**src/rtl/muldiv_unit.sv**
```systemverilog
// -----------------------------------------------------------------------------
// muldiv_unit
//   Iterative 32-bit multiply / divide unit with HI/LO result registers.
//   It retires one bit per clock: 32 iterations plus a final cycle that applies
//   the sign fix-up and loads HI/LO. Total latency is 33 cycles after start.
//
// Ports
//   clk    : clock, rising edge
//   rst_n  : synchronous active-low reset
//   start  : begin a new operation (only honoured while idle)
//   op     : 00 MULT, 01 MULTU, 10 DIV, 11 DIVU
//   a, b   : operands (multiplicand/dividend, multiplier/divisor)
//   hi_we  : MTHI write enable (idle only, start has priority)
//   lo_we  : MTLO write enable (idle only, start has priority)
//   wd     : MTHI/MTLO write data
//   busy   : operation in flight
//   done   : one-cycle pulse after HI/LO were loaded with a result
//   hi, lo : HI/LO registers
// -----------------------------------------------------------------------------
module muldiv_unit (
    input  logic        clk,
    input  logic        rst_n,
    input  logic        start,
    input  logic [1:0]  op,
    input  logic [31:0] a,
    input  logic [31:0] b,
    input  logic        hi_we,
    input  logic        lo_we,
    input  logic [31:0] wd,
    output logic        busy,
    output logic        done,
    output logic [31:0] hi,
    output logic [31:0] lo
);

    typedef enum logic [1:0] {
        IDLE = 2'd0,
        RUN  = 2'd1,
        FIX  = 2'd2
    } state_t;

    state_t      state_reg;
    state_t      state_next;
    logic [5:0]  count_reg;

    // work_hi/work_lo: partial product (mul) or remainder/quotient (div).
    // operand_reg: |multiplicand| for mul, |divisor| for div.
    logic [31:0] work_hi_reg;
    logic [31:0] work_lo_reg;
    logic [31:0] operand_reg;
    logic        is_div_reg;
    logic        neg_res_reg;
    logic        neg_rem_reg;

    logic [31:0] hi_reg;
    logic [31:0] lo_reg;
    logic        done_reg;

    // ---------------- operand preparation (used at the start edge) ----------
    logic        a_neg;
    logic        b_neg;
    logic [31:0] a_abs;
    logic [31:0] b_abs;
    logic        b_zero;

    always_comb begin
        // op[0]=1 selects the unsigned variants
        a_neg  = ~op[0] & a[31];
        b_neg  = ~op[0] & b[31];
        a_abs  = a_neg ? (32'd0 - a) : a;
        b_abs  = b_neg ? (32'd0 - b) : b;
        b_zero = (b == 32'd0);
    end

    // ---------------- one iteration step ------------------------------------
    logic [32:0] mul_sum;
    logic [32:0] div_shift;
    logic        div_ge;
    logic [31:0] div_sub;
    logic [31:0] step_hi;
    logic [31:0] step_lo;

    always_comb begin
        // Radix-2 shift-add: add multiplicand when multiplier LSB is set,
        // then shift the 65-bit {carry, hi, lo} right by one.
        mul_sum   = {1'b0, work_hi_reg} + (work_lo_reg[0] ? {1'b0, operand_reg} : 33'd0);
        // Restoring division: shift next dividend bit into the remainder.
        div_shift = {work_hi_reg, work_lo_reg[31]};
        div_ge    = (div_shift >= {1'b0, operand_reg});
        // The remainder is always below the divisor, so a successful
        // subtraction always fits back into 32 bits.
        div_sub   = div_shift[31:0] - operand_reg;
        if (is_div_reg) begin
            step_hi = div_ge ? div_sub : div_shift[31:0];
            step_lo = {work_lo_reg[30:0], div_ge};
        end else begin
            step_hi = mul_sum[32:1];
            step_lo = {mul_sum[0], work_lo_reg[31:1]};
        end
    end

    // ---------------- sign correction ---------------------------------------
    logic [63:0] prod_neg;
    logic [31:0] fix_hi;
    logic [31:0] fix_lo;

    always_comb begin
        prod_neg = 64'd0 - {work_hi_reg, work_lo_reg};
        if (is_div_reg) begin
            fix_lo = neg_res_reg ? (32'd0 - work_lo_reg) : work_lo_reg;
            fix_hi = neg_rem_reg ? (32'd0 - work_hi_reg) : work_hi_reg;
        end else begin
            fix_hi = neg_res_reg ? prod_neg[63:32] : work_hi_reg;
            fix_lo = neg_res_reg ? prod_neg[31:0]  : work_lo_reg;
        end
    end

    // ---------------- FSM: state register -----------------------------------
    always_ff @(posedge clk) begin
        if (!rst_n) begin
            state_reg <= IDLE;
        end else begin
            state_reg <= state_next;
        end
    end

    // ---------------- FSM: next-state logic ---------------------------------
    always_comb begin
        state_next = state_reg;
        case (state_reg)
            IDLE:    if (start) state_next = RUN;
            RUN:     if (count_reg == 6'd31) state_next = FIX;
            FIX:     state_next = IDLE;
            default: state_next = IDLE;
        endcase
    end

    // ---------------- FSM: outputs ------------------------------------------
    always_comb begin
        busy = (state_reg != IDLE);
        done = done_reg;
        hi   = hi_reg;
        lo   = lo_reg;
    end

    // ---------------- datapath ----------------------------------------------
    always_ff @(posedge clk) begin
        if (!rst_n) begin
            count_reg   <= 6'd0;
            work_hi_reg <= 32'd0;
            work_lo_reg <= 32'd0;
            operand_reg <= 32'd0;
            is_div_reg  <= 1'b0;
            neg_res_reg <= 1'b0;
            neg_rem_reg <= 1'b0;
            hi_reg      <= 32'd0;
            lo_reg      <= 32'd0;
            done_reg    <= 1'b0;
        end else begin
            done_reg <= (state_reg == FIX);
            case (state_reg)
                IDLE: begin
                    if (start) begin
                        count_reg   <= 6'd0;
                        work_hi_reg <= 32'd0;
                        work_lo_reg <= op[1] ? a_abs : b_abs;
                        operand_reg <= op[1] ? b_abs : a_abs;
                        is_div_reg  <= op[1];
                        // A zero divisor yields an all-ones quotient and the
                        // dividend as remainder; suppressing the quotient
                        // negation keeps that true for signed DIV as well.
                        neg_res_reg <= op[1] ? ((a_neg ^ b_neg) & ~b_zero) : (a_neg ^ b_neg);
                        neg_rem_reg <= a_neg;
                    end else begin
                        if (hi_we) hi_reg <= wd;
                        if (lo_we) lo_reg <= wd;
                    end
                end
                RUN: begin
                    work_hi_reg <= step_hi;
                    work_lo_reg <= step_lo;
                    count_reg   <= count_reg + 6'd1;
                end
                FIX: begin
                    hi_reg <= fix_hi;
                    lo_reg <= fix_lo;
                end
                default: ;
            endcase
        end
    end

endmodule

```
**config.mk**
```make
export PLATFORM = sky130hd
export DESIGN_NAME = muldiv_unit
export DESIGN_NICKNAME = d
export VERILOG_FILES = /design/src/rtl/muldiv_unit.sv
export SDC_FILE = /design/constraint.sdc
export NUM_CORES = 1
export LEC_CHECK = 0
export CAP_MARGIN = 0
export CORE_ASPECT_RATIO = 1.1
export CORE_UTILIZATION = 40
export CTS_BUF_LIST = sky130_fd_sc_hd__clkbuf_4 sky130_fd_sc_hd__clkbuf_8
export CTS_CLUSTER_DIAMETER = 60
export DETAILED_ROUTE_END_ITERATION = 6
export MAX_ROUTING_LAYER = met4
export PLACE_DENSITY = 0.66
export SKIP_CTS_REPAIR_TIMING = 1
export SYNTH_ARGS = -nofsm -noshare
export SYNTH_HDL_FRONTEND = slang
export SYNTH_SLANG_ARGS = --single-unit
```
**constraint.sdc**
```tcl
create_clock -name clk -period 6.26 [get_ports clk]
set_clock_uncertainty 0.2 [all_clocks]
set_input_delay 0.939 -clock clk [delete_from_list [all_inputs] [get_ports clk]]
set_output_delay 0.939 -clock clk [all_outputs]
set_load 0.02 [all_outputs]
```
==> qor.csv <==
stage,metric,value,unit
outcome,status,"complete, no violations",
critical_path,sequence of cells on the critical path,inv_1 -> buf_4 -> nor2_1 -> ha_1 -> a21oi_1 -> o21bai_1 -> a21o_1 -> a211o_1 -> o21ai_0 -> a21boi_0 -> o41ai_1 -> xor2_1 -> a221oi_1,
grt,first-pass GRT wire length,82400,µm
drt,Via density,5.954,
critical_path,"Arr. time, crit path",4.59,ns
logic_synthesis,Mapped Area,14930,µm²
critical_path,critical path class,register to register,
logic_synthesis,share of the yosys chip area belonging to registers,23.07,%
place,gp weighted congestion,1.011,
grt,"Remaining Overflow, GRT",0,
critical_path,crit path launch type,register,
power_and_ir_drop,"Power, Total",3.246,mW
clock_tree,TritonCTS Buffers,17,
critical_path,max incr delay on CP,0.67,ns
clock_tree,clock sink count,172,
die,Die ar.,38090,µm²
logic_synthesis,asr flop ratio synth,0,%
sta,worst setup margin,1.873,ns
finish,Fillers,3664,
drt,Iter 0 DRT Violations,1340,
finish,fraction of layout cells with a size suffix above 1,5.125,%
grt,vias in the first global route,14310,
sta,Worst-Margin Slew,1.140,ns
clock_tree,Worst-path clk slew,0.10,ns
finish,Area growth syn-to-layout,15.30,%
place,HPWL Detailed,41490,µm
sta,Slew HR,23.88,%
flow_run,number of max-cap violations,0,
power_and_ir_drop,PD cells,188.7,nW/µm²
logic_synthesis,ys flop type,dfxtp_1,
logic_synthesis,cells after synthesis,2007,
sta,RSZ-0062 raised after global routing,false,
finish,most frequent cells in the layout,"232 x nand2_1, 171 x dfxtp_1, 166 x a21oi_1, 166 x clkdlybuf4s50_1, 162 x nor2_1",
critical_path,worst reg2reg setup slack,1.87,ns
logic_synthesis,Netlist cell types,77,
sta,"Hold Vio Cnt, Final",0,
finish,Util after Layout,47.22,%
drt,DR pass1 iterations,6,
critical_path,Critical-path top delay cell,dfxtp_1,
critical_path,CP required,6.47,ns
clock_tree,CTS HTree Levels,4,
clock_tree,root buf cell,clkbuf_8,
drt,Remaining DRCs,0,
drt,total wire length,53950,µm
clock_tree,CTS tree,built,
grt,initial antenna violation count,0,
drt,routed length per instance,20.94,µm
sta,Final setup viols,0,
die,# rows,73,
die,core area,36440,µm²
sta,FMAX,0.2279,GHz
min_path,Hold WC Path Type,register to register,
finish,"most common cell after layout, fill and taps aside",nand2_1,
clock_tree,clk_lat worst skew,0.50,ns
logic_synthesis,syn avg cell area,7.437,µm²
place,Port Buffer Count,168,
finish,post-route cell area,17210,µm²
grt,largest net degree at the start of global routing,91,
logic_synthesis,"EDFF count, synth",0,
critical_path,crit path max fanout,25,
place,dpl ws,1.712,ns
logic_synthesis,#FFs+latches synth,172,
sta,Final Max Tran Viols,0,
die,Vert. Die Dim,204.6,µm
logic_synthesis,Yosys warning total,0,
critical_path,capturing element type of the critical path,register,
sta,post-route clock period utilization,70.09,%
clock_tree,CTS Buffer Depth,2,
sta,Sum Neg Setup Slack,0,ns
logic_synthesis,syn nets,2181,
power_and_ir_drop,Pleak,7.072,nW
die,IO Count,169,
place,post-place instance area,16840,µm²
finish,nets,2249,
sta,crit path time final,4.387,ns
power_and_ir_drop,Max IR drop VDD,0.0001353,V
grt,gr usage total,28.97,%
drt,ANT nets after route,0,
drt,routed vias,15340,
die,Initial Util,40.96,%
die,Die Span X,186.2,µm
-- worst max-delay path: cells and delay by family, from the launching register on --
kind,cells,cell delay (ns)
buf+inv,2,0.61
fa+ha+maj,1,0.30
compound gates,8,2.24
simple gates,1,0.13
flops,1,0.67
xor+xnor,1,0.14
-- final cells by class --
| cell class | instances | area, µm² | share of cell area (%) |
|---|---|---|---|
| diodes | 1 | 2.502 | 0.01454 |
| clock buffers | 18 | 241.5 | 1.403 |
| clock inverters | 14 | 123.9 | 0.7198 |
| inverters | 69 | 259.0 | 1.505 |
| multi-input cells | 1628 | 10710 | 62.24 |
| flip-flops and latches | 172 | 3445 | 20.02 |
| well taps | 487 | 609.3 | 3.541 |
| repair buffers | 187 | 1817 | 10.56 |
-- synth_stat cells (all sizes together), types with 38 or more instances --
| master | n | area share [%] |
|---|---|---|
| nand3 | 42 | 1.4 |
| a21oi | 166 | 5.6 |
| inv | 69 | 1.7 |
| nand2 | 233 | 5.9 |
| and3 | 46 | 1.9 |
| nor3 | 38 | 1.3 |
| o21ai | 143 | 4.8 |
| nor2 | 162 | 4.1 |
| dfxtp | 172 | 23 |
| ha | 69 | 5.8 |
| mux2i | 97 | 6.5 |
| xor2 | 71 | 4.2 |
| clkbuf | 110 | 2.8 |
| xnor2 | 95 | 5.6 |
-- worst paths after layout --
check | end | cells after the start | from
hold reg to reg | operand_reg[8] | 2 | operand_reg[8]
setup reg to reg | work_hi_reg[29] | 13 | work_lo_reg[0]
setup / recovery | work_hi_reg[29] | 13 | work_lo_reg[0]
hold / removal | operand_reg[8] | 2 | operand_reg[8]
-- cell families after synthesis --
kind of cell | share of synthesized area [%]
simple gates | 21.57
mux | 8.618
xor+xnor | 9.741
buf+inv | 5.357
fa+ha+maj | 6.053
compound gates | 25.59
flops | 23.07
-- where the power goes --
part | internal (mW) | total, mW | switching [mW] | leakage (nW)
sequential | 1.16 | 1.26 | 0.0995 | 1.41
combinational | 0.488 | 1.19 | 0.702 | 5.48
clock | 0.295 | 0.797 | 0.502 | 0.185
total | 1.94 | 3.25 | 1.30 | 7.07
-- per-layer routing --
layer | vias to the layer above | track usage, % | wire length, µm
met4 | 0 | 10.13 | 1785
met5 | - | - | 0
met2 | 579 | 45.59 | 24720
met3 | 106 | 3.147 | 3036
li1 | 7388 | - | -
met1 | 7265 | 38.25 | 24400
-- stage by stage --
stage,hold WS [ns],instances
6_report,0.2731,2576
5_1_grt,0.3024,2575
4_1_cts,0.2750,2575
3_5_place_dp,0.2627,2543
3_3_place_gp,0.2531,2543
2_1_floorplan,0.2410,2007
Note: power is estimated with default switching activity, not from simulation.
